<file path="config.mk">
export PLATFORM = sky130hd
export DESIGN_NAME = dlsc_demosaic_vng_seqrom
export DESIGN_NICKNAME = d
export VERILOG_FILES = /design/src/rtl/dlsc_demosaic_vng_seqrom.sv
export SDC_FILE = /design/constraint.sdc
export NUM_CORES = 1
export LEC_CHECK = 0
export ABC_AREA = 1
export CORE_UTILIZATION = 39
export DETAILED_ROUTE_END_ITERATION = 6
export PLACE_DENSITY = 0.71
export REMOVE_ABC_BUFFERS = 1
export SYNTH_ARGS = -nofsm -noshare
export SYNTH_HDL_FRONTEND = slang
export SYNTH_SLANG_ARGS = --single-unit
</file>
<file path="constraint.sdc">
create_clock -name clk -period 1.15 [get_ports clk]
set_clock_uncertainty 0.1 [all_clocks]
set_input_delay 0.345 -clock clk [delete_from_list [all_inputs] [get_ports clk]]
set_output_delay 0.345 -clock clk [all_outputs]
set_load 0.05 [all_outputs]
</file>
<file path="src/rtl/dlsc_demosaic_vng_seqrom.sv">
// rtl/dlsc_demosaic_vng_seqrom.sv - sequenced multi-channel coefficient ROM for VNG demosaic
// Optional feature macro: DLSC_DEMOSAIC_VNG_SEQROM_LOOP_EN (back-to-back sequences without an IDLE gap)
module dlsc_demosaic_vng_seqrom #(
  parameter int DATA     = 4,
  parameter int STATES   = 12,
  parameter int SB       = 4,
  parameter int CHANNELS = 1,
  parameter logic [DATA*CHANNELS*STATES-1:0] ROM = '0
) (
  input  logic                     clk,
  input  logic                     rst,
  input  logic                     in_start,
  input  logic                     in_en,
  output logic                     out_valid,
  output logic [SB-1:0]            out_st,
  output logic [DATA*CHANNELS-1:0] out_data,
  output logic                     out_last,
  output logic                     out_done,
  output logic                     busy
);

  localparam int W = DATA*CHANNELS;
  localparam logic [SB-1:0] ST_LAST = SB'(STATES-1);

  typedef enum logic {S_IDLE, S_RUN} state_t;

  state_t        state_q, state_d;
  logic [SB-1:0] st_q, st_d;
  logic [SB-1:0] out_st_q, out_st_d;
  logic [W-1:0]  data_q, data_d;
  logic          valid_q, valid_d;
  logic          last_q, last_d;
  logic          done_q, done_d;
  logic [W-1:0]  entry;

  // Decode the current state's ROM entry; state 0 lives in the most-significant slot
  always_comb begin
    entry = '0;
    for (int s = 0; s < STATES; s++) begin
      if (st_q == SB'(s)) begin
        entry = ROM[W*(STATES-1-s) +: W];
      end
    end
  end

  // Sequencer next-state and output-register inputs; outputs hold while stalled
  always_comb begin
    state_d  = state_q;
    st_d     = st_q;
    out_st_d = out_st_q;
    data_d   = data_q;
    last_d   = last_q;
    valid_d  = 1'b0;
    // done marks the cycle after the final word was presented
    done_d   = valid_q & last_q;
    case (state_q)
      S_IDLE: begin
        if (in_start) begin
          state_d = S_RUN;
          st_d    = '0;
        end
      end
      S_RUN: begin
        if (in_en) begin
          valid_d  = 1'b1;
          data_d   = entry;
          out_st_d = st_q;
          last_d   = (st_q == ST_LAST);
          if (st_q != ST_LAST) begin
            st_d = st_q + 1'b1;
          end else begin
            st_d = '0;
`ifdef DLSC_DEMOSAIC_VNG_SEQROM_LOOP_EN
            // a start coinciding with the final advance chains the next pass
            if (!in_start) begin
              state_d = S_IDLE;
            end
`else
            state_d = S_IDLE;
`endif
          end
        end
      end
      default: begin
        state_d = S_IDLE;
        st_d    = '0;
      end
    endcase
  end

  // State and output registers with synchronous reset
  always_ff @(posedge clk) begin
    if (rst) begin
      state_q  <= S_IDLE;
      st_q     <= '0;
      out_st_q <= '0;
      data_q   <= '0;
      valid_q  <= 1'b0;
      last_q   <= 1'b0;
      done_q   <= 1'b0;
    end else begin
      state_q  <= state_d;
      st_q     <= st_d;
      out_st_q <= out_st_d;
      data_q   <= data_d;
      valid_q  <= valid_d;
      last_q   <= last_d;
      done_q   <= done_d;
    end
  end

  assign out_valid = valid_q;
  assign out_st    = out_st_q;
  assign out_data  = data_q;
  assign out_last  = last_q;
  assign out_done  = done_q;
  assign busy      = (state_q == S_RUN);

endmodule

</file>
==> run summary, run 1 <==
The run finished, with violations left. The final reports fail on setup timing. The worst register-to-register path ends at out_last$_SDFFE_PP0P_. After layout, the worst setup slack is -0.0767 ns. Setup repair after global routing could not meet its margin everywhere. The worst hold path passes through 2 cells.

The pin count of the biggest net entering global routing came out at 9. For the worst-skew pair, the clock arrives at the later sink with an insertion delay of 0.27 ns. The final count of pins violating max slew came out at 0.

The clock input transition at the sequential cells of the worst setup and hold paths came out at roughly 0.070 ns. The async set-or-reset flop fraction in the synthesized netlist is 0%. The number of nets in the layout is roughly 90. The DRC violation count after routing came out at 0.

The number of antenna violations at the first check in global routing came to 0. The worst ir drop on vdd is around 0.64 mV. The setup slack on the worst flop-to-flop path came out at -0.02 ns. The number of distinct standard cells referenced by the synthesized netlist is 20. The destination of the worst hold path is out_done$_SDFF_PP0_. The shortest clock period the worst path allows after layout is ~1.2 ns. The cell family contributing the most delay on the critical path is flip-flops. The total power density per cell area is 1150 nW/um^2. The average cell area after synthesis is 8.29 um^2.

The number of max-cap violations is 0. TritonCTS built the clock tree. For this design, the sink count on the clock tree is 12. The number of cells on the worst reg-to-reg path is 6. The congestion estimate from routability-driven global placement came to roughly 0.83. Summed over its instances, the top area cell type makes up 45.3% of the synthesized netlist area. The remaining global-route overflow is 0. The total of warnings raised by yosys is 0. The routed length per instance is ~11 um. Sequential cells were found to cover between 40% and 50% of the synthesized design area. The first-pass iteration count of the detailed router came out at 4. The number of vias per cell came out at between 4 and 5. The worst setup path is captured at an output pin.

The total routing resource utilization after global routing came out at between 10% and 20%. The worst hold slack is 0.371 ns. The leakage dissipation came out at 0.000392 uW. The placeable core region came out at 1190 um^2.

In this run the critical register-to-register path is launched from st_q[0]$_SDFFE_PP0P_. The post-route fraction of the period consumed by the critical path is 107%. Traced cell by cell, the critical path runs through buf_12. The number of DRC markers after the initial detailed-route iteration is 6. The required time reported for the critical path endpoint came out at about 0.70 ns. In this run the most critical hold path is launched from out_valid$_SDFF_PP0_. The detail route stage leaves a number of antenna-violating nets equal to 0.

The maximum root-to-sink buffer count is 2. The placed wire-length estimate after detailed placement came out at 775 um. The layout has a little over 80 filler cells.

The critical path data arrival time is between 0.7 and 0.8 ns. The slowest stage cell on the critical path is sky130_fd_sc_hd__dfxtp_2. Synthesis handed over a netlist of 64 instances. The horizontal extent of the die came out at 38.9 um. The layout overhead on the synthesized area is 65.8%. The synthesized design contains 12 register bits. Yosys mapped a number of flops with a built-in enable equal to 0. Setup violations remaining at the end of the flow were counted as 12. Derived from the worst setup path, the maximum achievable clock frequency is roughly 800 MHz. The area enclosed by the die boundary is about 1500 um^2. The setup path with the least slack is of type reg2out. The count of inserted antenna diode cells is 0. The number of H-tree levels is 1. The first-pass GRT wire length came out at roughly 1.8 mm. The total via count after detailed routing came out at between 400 and 500.

The post-route standard cell area excluding fillers is approximately 880 um^2. The row count came out at 12. The dominant cell by count in the synthesized netlist is sky130_fd_sc_hd__dfxtp_1.

The number of global-route vias before repair came to between 400 and 500. The height of the die came out at 38.9 um. The fraction of layout cells with a size suffix above 1 is roughly 50%. The largest driver fanout on the critical path is 2.

The count of input and output buffers came out at 11. Sorting the synthesized cells by area gives the leading types as sky130_fd_sc_hd__dfxtp_1 45%, sky130_fd_sc_hd__nand2_1 6.4%, sky130_fd_sc_hd__a21oi_1 5.7%, sky130_fd_sc_hd__o21ai_0 5.7%, sky130_fd_sc_hd__buf_4 5.7%. The cell accounting for the most synthesized area is sky130_fd_sc_hd__dfxtp_1. The number of buffer and inverter instances along the worst setup path came out at 1. By count the netlist is led by 12 x sky130_fd_sc_hd__dfxtp_1, 9 x sky130_fd_sc_hd__nand2_1, 6 x sky130_fd_sc_hd__a21oi_1, 6 x sky130_fd_sc_hd__inv_1, 6 x sky130_fd_sc_hd__o21ai_0. The total wire length is roughly 1.1 mm. The number of CTS-inserted buffers came out at 3. Among all flip-flop cells after synthesis, the most frequent one is sky130_fd_sc_hd__dfxtp_1. The area after detailed placement is 761 um^2. The peak per-stage delay on the critical path came out at 0.37 ns. The initial standard-cell utilization of the core is between 40 and 50%. The cell area after synthesis is ~530 um^2. The worst setup path is launched from a register. CTS placed an instance of sky130_fd_sc_hd__clkbuf_4 at the clock tree root. The classification of the worst-slack hold path is reg2reg.

The count of pins on the block boundary is 16. The number of failing hold endpoints at the final stage is 0.
flip-flops by register name (all words and copies together) (netlist names):
register,count
busy,1
out_done,1
out_last,1
out_st,4
out_valid,1
st_q,4
logic make-up after synthesis:
logic type,share of synthesized area (%)
AOI/OAI and AO/OA,16.0
xor gates and xnor gates,1.65
adders and majority gates,2.36
buffers and inverters,13.2
DFF,45.3
other,0.707
and+or+nand+nor,20.8
placed cells by master (no fill, tap or decap):
cell type / n
sky130_fd_sc_hd__inv_1: 5
sky130_fd_sc_hd__clkbuf_4: 3
sky130_fd_sc_hd__xor2_1: 1
sky130_fd_sc_hd__buf_6: 1
sky130_fd_sc_hd__dfxtp_4: 1
sky130_fd_sc_hd__a21oi_2: 1
sky130_fd_sc_hd__dfxtp_2: 9
sky130_fd_sc_hd__nand3_2: 1
sky130_fd_sc_hd__conb_1: 4
sky130_fd_sc_hd__o21ai_0: 4
sky130_fd_sc_hd__or2_1: 1
sky130_fd_sc_hd__a21oi_1: 5
sky130_fd_sc_hd__nand4_1: 1
sky130_fd_sc_hd__clkbuf_8: 1
sky130_fd_sc_hd__nand3_1: 2
sky130_fd_sc_hd__ha_4: 1
sky130_fd_sc_hd__nor2_1: 5
sky130_fd_sc_hd__nand2_8: 1
sky130_fd_sc_hd__buf_12: 8
sky130_fd_sc_hd__dlygate4sd2_1: 1
sky130_fd_sc_hd__nand2_1: 8
sky130_fd_sc_hd__inv_2: 1
sky130_fd_sc_hd__inv_6: 1
sky130_fd_sc_hd__o21ai_2: 1
sky130_fd_sc_hd__nand2_4: 1
sky130_fd_sc_hd__a21oi_4: 1
sky130_fd_sc_hd__dfxtp_1: 2
sky130_fd_sc_hd__o21ai_1: 2
sky130_fd_sc_hd__nand2_2: 1
sky130_fd_sc_hd__buf_4: 7
sky130_fd_sc_hd__clkinvlp_4: 1
sky130_fd_sc_hd__clkdlybuf4s50_1: 2
sky130_fd_sc_hd__nor2_4: 2
repair_timing:
action                     in CTS  in global routing
resized for setup              20                  6
gates cloned                    1                  0
buffers inserted                1                  0
setup endpoints to repair      16                 14
pin swaps                       4                  1
hold buffers                    0                  0
layer usage:
metal  vias to the layer above  global-route usage [%]  share of wire (%)
li1                        240                       -                  -
met1                       215                    21.0                 42
met2                        17                    31.7                 52
met3                         0                    8.67                5.5
met4                         0                       0                  0
met5                         -                       0                  0
per-stage QoR:
step                      setup WS [ns]  utilization [%]  total power [uW]  instances  TNS [ns]
after floorplan                  -0.262                -               569         62     -1.72
after global placement           -0.338             64.1               667         94     -3.10
after detailed placement         -0.387             64.1               669         94     -3.41
after CTS                       -0.0848             73.0              1020        100    -0.520
after global routing             -0.102             74.2              1060        100    -0.960
final                           -0.0767             74.2              1010        100    -0.464
power by group:
group	total, uW	switching [uW]	internal (uW)
Sequential	453	18.5	435
Clock	323	131	192
Combinational	234	137	96.5
Total	1010	287	723
area by class of cell:
| class | count | area (um^2) | area share, % |
|---|---|---|---|
| Multi-Input combinational cell | 43 | 279 | 31.7 |
| Sequential cell | 12 | 255 | 29.0 |
| Timing Repair Buffer | 19 | 253 | 28.7 |
| Clock buffer | 4 | 36.3 | 4.13 |
| Inverter | 7 | 31.3 | 3.56 |
| Tap cell | 14 | 17.5 | 1.99 |
| Timing Repair inverter | 1 | 7.51 | 0.853 |
worst max path at each step:
| stage | startpoint | to | slack, ns | depth (start not counted) |
|---|---|---|---|---|
| floorplan | busy$_SDFF_PP0_ | out_last$_SDFFE_PP0P_ | -0.26 | 5 |
| global placement | in_en | out_last$_SDFFE_PP0P_ | -0.34 | 6 |
| detailed placement | in_en | out_last$_SDFFE_PP0P_ | -0.39 | 6 |
| CTS | out_last$_SDFFE_PP0P_ | out_last | -0.08 | 1 |
| global route | out_last$_SDFFE_PP0P_ | out_last | -0.10 | 1 |
| finish | out_last$_SDFFE_PP0P_ | out_last | -0.08 | 1 |
No activity file was read; power rests on OpenSTA's default activity.
==> run 2, diff against run 1 <==
Settings changed: CORE_AREA set to 2 2 39 41, CORE_UTILIZATION 39 to unset, DIE_AREA set to 0 0 41 43, PLACE_DENSITY 0.71 to 0.7.
Clock period 1.15 ns to 1.35 ns, I/O delays scaled along.
==> run 2 against run 1 <==
Net effect:
- the flow now finishes without violations
- first-iteration DRC count increased by 33%
- critical path depth unchanged
- global-route usage decreased by 4.3 points
- core utilization decreased by 18 points
- routed wire length decreased by 12%
- via count decreased by 4.4%
- worst hold slack improved by 0.0043 ns
- clock-buffer cell count unchanged
- sequential share of layout area increased by 2.2 points
- combinational power decreased by 25%
- clock power decreased by 15%
- critical endpoint is now out_st[1]
- largest cell class is now flip-flops and latches
==> run summary, run 2 (same netlist as run 1, synthesis figures left out) <==
The shortest clock period the worst path allows after layout came out at around 1.3 ns. Leaving out fill and tap cells, the most frequent cells in the layout are 9 x sky130_fd_sc_hd__nand2_1, 9 x sky130_fd_sc_hd__dfxtp_1, 8 x sky130_fd_sc_hd__buf_12. The horizontal extent of the die came to 41 um (+5.5%). The number of buffers inserted to repair setup after CTS came out at 0 (-1).

The DRC violation count after routing is 0 (unchanged). Setup repair after global routing left no endpoint under its margin. The critical path data arrival time came out at 0.81 ns (+0.03 ns). The type of the setup path with the least slack is reg2out. The classification of the worst-slack hold path is reg2reg. The number of DRC markers after the initial detailed-route iteration came out at 8 (+2). The remaining number of nets flagged by the antenna check after routing is 0 (unchanged). The pin count of the biggest net entering global routing is 11 (+2). The fraction of layout cells with a size suffix above 1 was 33.8% (-16 points). The height of the die came out at 43 um (+11%).

The clock sink count came out at 12 (unchanged). The number of nets in the layout came out at 86 (-6.5%). The clock tree from TritonCTS is yes. The required time reported for the critical path endpoint was 0.85 ns (+0.15 ns). The leakage dissipation came out at 0.000344 uW (-12%). The run finished with clean final reports. The row count is 14 (+2). The insertion delay of the later-clocked pin in the worst-skew pair came out at 0.27 ns (about the same).

The total routing resource utilization after global routing came out at 13.8% (-4.3 points). The number of H-tree levels is 1 (unchanged). The peak per-stage delay on the critical path is 0.39 ns (+0.02 ns). The first-pass GRT wire length is 1.61 mm (-11%). STA classifies the critical path endpoint as an output pin.

The placeable core region came out at 1380 um^2 (+17%). The startpoint identified for the worst hold timing path is out_valid$_SDFF_PP0_. The number of max-cap violations is 0 (unchanged).

The setup slack on the worst flop-to-flop path is 0.12 ns (+0.14 ns). The routed length per instance came out at 10.3 um (-8.3%). The number of buffer and inverter instances along the worst setup path came out at 1 (unchanged).

The worst register-to-register path begins at st_q[1]$_SDFFE_PP0P_. The count of input and output buffers is 11 (unchanged). The total power density per cell area is 1070 nW/um^2 (-6.7%). The maximum root-to-sink buffer count came out at 2 (unchanged). The number of vias per cell was 4.70 (-0.47%).

Traced cell by cell, the critical path runs through buf_12. The worst hold slack is 0.376 ns (+0.00434 ns). The final count of pins violating max slew is 0 (unchanged). The total chip power was 836 uW (-17%). The number of global-route vias before repair is 405 (-1.5%). The root buffer cell chosen for the clock tree is sky130_fd_sc_hd__clkbuf_4. The remaining global-route overflow came out at 0 (unchanged). The type of element launching the critical path is a register. Signal routing reaches up to met4.

The number of cells on the worst reg-to-reg path is 6 (unchanged). The layout overhead on the synthesized area is 47.2%. The routed wire length on met2 was 474 um (-19%). The worst path uses between 90% and 100% of the clock period. The number of CTS-inserted buffers is 3 (unchanged). The count of pins on the block boundary came to 16 (unchanged). The cell family contributing the most delay on the critical path is flip-flops. The destination of the worst hold path is out_done$_SDFF_PP0_. The count of inserted antenna diode cells is 0 (unchanged). The final estimated routing congestion in global placement is 0.800 (-4.0%).

The clock input transition at the sequential cells of the worst setup and hold paths was 0.08 ns (about the same). The largest driver fanout on the critical path came out at 2 (unchanged). The worst ir drop on vdd came to 0.551 mV (-13%). The total via count after detailed routing was 451 (-4.4%). The number of failing hold endpoints at the final stage is 0 (unchanged).

The routed length on met3 came out at 42 um (-32%). The area enclosed by the die boundary came out at 1760 um^2 (+17%). The hold path depth is 2 (unchanged). The length of routed wiring on met1 came out at 454 um (-4.4%). The maximum operating frequency is between 700 and 800 MHz. The worst register-to-register path ends at out_last$_SDFFE_PP0P_. The number of setup violations in the final report is 0 (-12). The initial standard-cell utilization of the core came out at 38.3% (-6.4 points). The number of antenna violations at the first check in global routing is 0 (unchanged). On the critical path, the stage with the largest delay is an instance of sky130_fd_sc_hd__dfxtp_1.

The total wire length came out at 986 um (-12%). The placed wire-length estimate after detailed placement is 772 um (-0.36%). The first-pass iteration count of the detailed router is 4 (unchanged).
==> run 2: cell types whose count changed in the layout (fill, tap and decap cells not counted), moves of 2 or more <==
cell                      delta
sky130_fd_sc_hd__dfxtp_1     +7
sky130_fd_sc_hd__dfxtp_2     -6
sky130_fd_sc_hd__buf_4       -4
sky130_fd_sc_hd__o21ai_0     +2
sky130_fd_sc_hd__o21ai_1     -2
==> run 2: worst max-delay path by stage <==
stage	start	to	slack, ns	depth (start not counted)
floorplan	busy$_SDFF_PP0_	out_last$_SDFFE_PP0P_	-0.06	5
global placement	in_en	st_q[3]$_SDFFE_PP0P_	-0.20	6
global route	out_st[3]$_SDFFE_PP0P_	out_st[3]	0.001	1
CTS	out_last$_SDFFE_PP0P_	out_last	0.03	1
finish	out_st[1]$_SDFFE_PP0P_	out_st[1]	0.04	1
detailed placement	in_en	st_q[3]$_SDFFE_PP0P_	-0.24	6
==> run 2: cell type report <==
cell class,instances,area (um^2)
clock buffers,4,36.3
fillers,123,603
inverters,7,28.8
multi-input cells,43,239
flip-flops and latches,12,244
well taps,16,20.0
repair buffers,14,213
==> run 2: where the power goes <==
group / switching (uW) / internal [uW]
Sequential: 15.7 / 369
Clock: 113 / 164
Combinational: 104 / 71.7
==> run 2: per-stage QoR <==
stage | worst slack (ns) | std cells | cell area, um^2 | TNS, ns | util, %
6_report | 0.0383 | 96 | 781 | 0 | 56.4
5_1_grt | 0.00117 | 96 | 781 | 0 | 56.4
4_1_cts | 0.0325 | 96 | 772 | 0 | 55.8
3_5_place_dp | -0.238 | 92 | 733 | -1.76 | 53.0
3_3_place_gp | -0.203 | 92 | 733 | -1.52 | 53.0
2_1_floorplan | -0.0620 | 62 | 500 | -0.0620 | -
==> run 2: layer usage <==
| layer | global-route usage, % | vias to the layer above |
|---|---|---|
| met1 | 16.2 | 207 |
| met5 | 0 | - |
| met2 | 20.6 | 11 |
| met4 | 10.0 | 0 |
| li1 | - | 231 |
| met3 | 3.14 | 2 |
==> run 2: repair_timing <==
action / CTS / global route
endpoints found under the setup margin: 2 / 3
gates cloned: 0 / 0
hold buffers: 0 / 0
resized for setup: 2 / 3
pin swaps: 0 / 1
==> run 3, diff against run 2 <==
Settings changed: CORE_AREA 2 2 39 41 to 5 5 42 44, DIE_AREA 0 0 41 43 to 0 0 47 49.
==> run 3 against run 2 <==
Net effect:
- design area rose by 0.64%
- die area grew 31%
- via count rose by 0.89%
- routed wire length grew 4.9%
- worst hold slack better by 0.0033 ns
- maximum frequency shrank 0.47%
- critical path type unchanged
==> run summary, run 3 (same netlist as run 1, synthesis figures left out) <==
The remaining number of nets flagged by the antenna check after routing is 0 (unchanged). The routed length per instance came out at 10.7 um (+3.8%). The height of the die came out at 49 um (+14%). The first-pass GRT wire length is 1.68 mm (+4.7%). The largest driver fanout on the critical path was 2 (unchanged).

The number of buffer and inverter instances along the worst setup path came out at 1 (unchanged). The peak per-stage delay on the critical path came out at 0.38 ns (about the same). The number of vias per cell came out at 4.69 (-0.15%). The required time reported for the critical path endpoint is 0.85 ns (about the same). The part of the total power dissipated in the clock network came to 33.8% (+0.8 points). The placed wire-length estimate after detailed placement is 776 um (+0.49%).

The first-pass iteration count of the detailed router is 4 (unchanged). STA classifies the critical path endpoint as an output pin. The layout overhead on the synthesized area came out at 48.1%. The most frequent standard cell in the layout excluding fill and tap cells is sky130_fd_sc_hd__nand2_1. The total via count after detailed routing came out at 455 (+0.89%). The filler-free cell count of the finished design is 97 (+1.0%).

The number of H-tree levels is 1 (unchanged). On the critical path, the stage with the largest delay is an instance of sky130_fd_sc_hd__dfxtp_1. The total wire length was 1.03 mm (+4.9%). TritonCTS built the clock tree. The routed wire length on met2 is 445 um (-6.1%). The area enclosed by the die boundary is 2300 um^2 (+31%). Among cell families on the critical path, the largest total delay comes from flip-flops. The layout filler cell count came out at 136 (+11%). The placeable core region is 1400 um^2 (+1.3%).

The total instance count after detailed placement is 93 (+1.1%). The length of routed wiring on met1 came out at 481 um (+5.9%). The highest layer used for signal routing is met4.

The number of DRC markers after the initial detailed-route iteration is 15 (+7). The fraction of layout cells with a size suffix above 1 is 34.6% (+0.82 points). The count of input and output buffers came out at 11 (unchanged). The clock sink count came out at 12 (unchanged). The critical path in this run is classified as reg2out. The maximum operating frequency came out at 759 MHz (-0.47%). The initial standard-cell utilization of the core came out at 37.9% (-0.48 points). The total routing resource utilization after global routing came to 10.5% (-3.3 points). The total negative slack came out at 0 ns (unchanged). The min-delay analysis places its worst path in the category reg2reg.

The number of setup violations in the final report is 0 (unchanged). The count of pins on the block boundary came out at 16 (unchanged). The routed length on met3 came out at 86 um (+100%). The number of nets in the layout came out at 87 (+1.2%). The number of max-cap violations is 0 (unchanged). The signal on the critical path passes through buf_12. The power dissipated by switching net loads is 241 uW (+3.8%).

The number of failing hold endpoints at the final stage was 0 (unchanged). The critical path data arrival time is 0.81 ns (about the same). STA classifies the critical path startpoint as a register.

The remaining global-route overflow is 0 (unchanged). The sequential share of power is 45.4% (-0.6 points). The final count of pins violating max slew is 0 (unchanged). The internal cell power came out at 607 uW (+0.41%). The insertion delay of the later-clocked pin in the worst-skew pair is 0.28 ns (about the same). The number of global-route vias before repair is 413 (+2.0%). The row count came to 14 (unchanged).

The count of inserted antenna diode cells came out at 0 (unchanged). The clock input transition at the sequential cells of the worst setup and hold paths came out at 0.07 ns (about the same). The shortest clock period the worst path allows after layout is 1.32 ns (+0.00620 ns). The post-route fraction of the period consumed by the critical path came out at 97.6% (+0.46 points). The number of antenna violations at the first check in global routing came out at 0 (unchanged). The worst ir drop on vdd is 0.643 mV (+17%).

The flow ran to the end, and the final reports show no timing, DRC or antenna violations. The pin count of the biggest net entering global routing came out at 10 (-1). The DRC violation count after routing is 0 (unchanged). The total power density per cell area is 1080 nW/um^2 (+0.71%). The final estimated routing congestion in global placement came out at 0.743 (-7.1%). The switching power as a share of total power came to 28.4% (+0.68 points). The power share of the combinational group is 20.8% (-0.2 points). The maximum root-to-sink buffer count is 2 (unchanged).

The top cell types in the final layout, fill and taps aside, are 9 x sky130_fd_sc_hd__nand2_1, 8 x sky130_fd_sc_hd__buf_12, 7 x sky130_fd_sc_hd__dfxtp_1. Setup repair after global routing left no endpoint under its margin. The number of CTS-inserted buffers is 3 (unchanged). The setup slack on the worst flop-to-flop path is 0.12 ns (about the same). The tree is rooted in a sky130_fd_sc_hd__clkbuf_4.

The leakage dissipation was 0.000350 uW (+1.9%). The horizontal extent of the die is 47 um (+15%).
run 3: final timing paths:
check                                       startpoint                    end  cells past startpoint
worst max-delay path            out_st[0]$_SDFFE_PP0P_              out_st[0]                      1
worst min register to register    out_valid$_SDFF_PP0_    out_done$_SDFF_PP0_                      2
worst min-delay path              out_valid$_SDFF_PP0_    out_done$_SDFF_PP0_                      2
worst max register to register    st_q[1]$_SDFFE_PP0P_  out_last$_SDFFE_PP0P_                      6
run 3: layout make-up:
| cell class | count | area [um^2] | share of cell area, % |
|---|---|---|---|
| repair buffers | 15 | 220 | 28.0 |
| flip-flops and latches | 12 | 249 | 31.7 |
| well taps | 16 | 20.0 | 2.55 |
| clock buffers | 4 | 36.3 | 4.62 |
| multi-input cells | 43 | 231 | 29.5 |
| inverters | 7 | 28.8 | 3.66 |
run 3: per-stage QoR:
step	power [uW]	hold slack, ns	utilization, %	cell area (um^2)	setup WS, ns
final	848	0.379	56.1	786	0.0321
after global routing	883	0.403	56.1	786	0.00391
after CTS	851	0.383	55.6	779	0.0267
after detailed placement	568	0.372	52.9	741	-0.220
after global placement	568	0.365	52.9	741	-0.210
after floorplan	485	0.374	-	500	-0.0620
run 3: worst reg2reg max path: stages, from the launching register on:
cell                      delay, ns
sky130_fd_sc_hd__dfxtp_2       0.37
sky130_fd_sc_hd__ha_1          0.20
sky130_fd_sc_hd__nand2_2       0.09
sky130_fd_sc_hd__nor2_4        0.11
sky130_fd_sc_hd__nor2_2        0.05
sky130_fd_sc_hd__or2_1         0.22
sky130_fd_sc_hd__inv_1         0.04
run 3: repair_timing:
item | CTS | global route
setup buffers | 0 | 0
hold buffers | 0 | 0
resized for setup | 2 | 4
setup endpoints to repair | 2 | 4
run 3: layer usage:
metal	vias to the layer above	global-route usage (%)
met2	18	12.9
met5	-	0
li1	231	-
met1	202	13.5
met4	0	8.29
met3	4	4.43
run 3: power groups by stage:
stage	clock, uW	combinational, uW	sequential (uW)
after floorplan	0	57.8	427
after global placement	0	176	392
after detailed placement	0	176	393
after CTS	289	177	385
after global routing	311	185	387
final	286	176	385
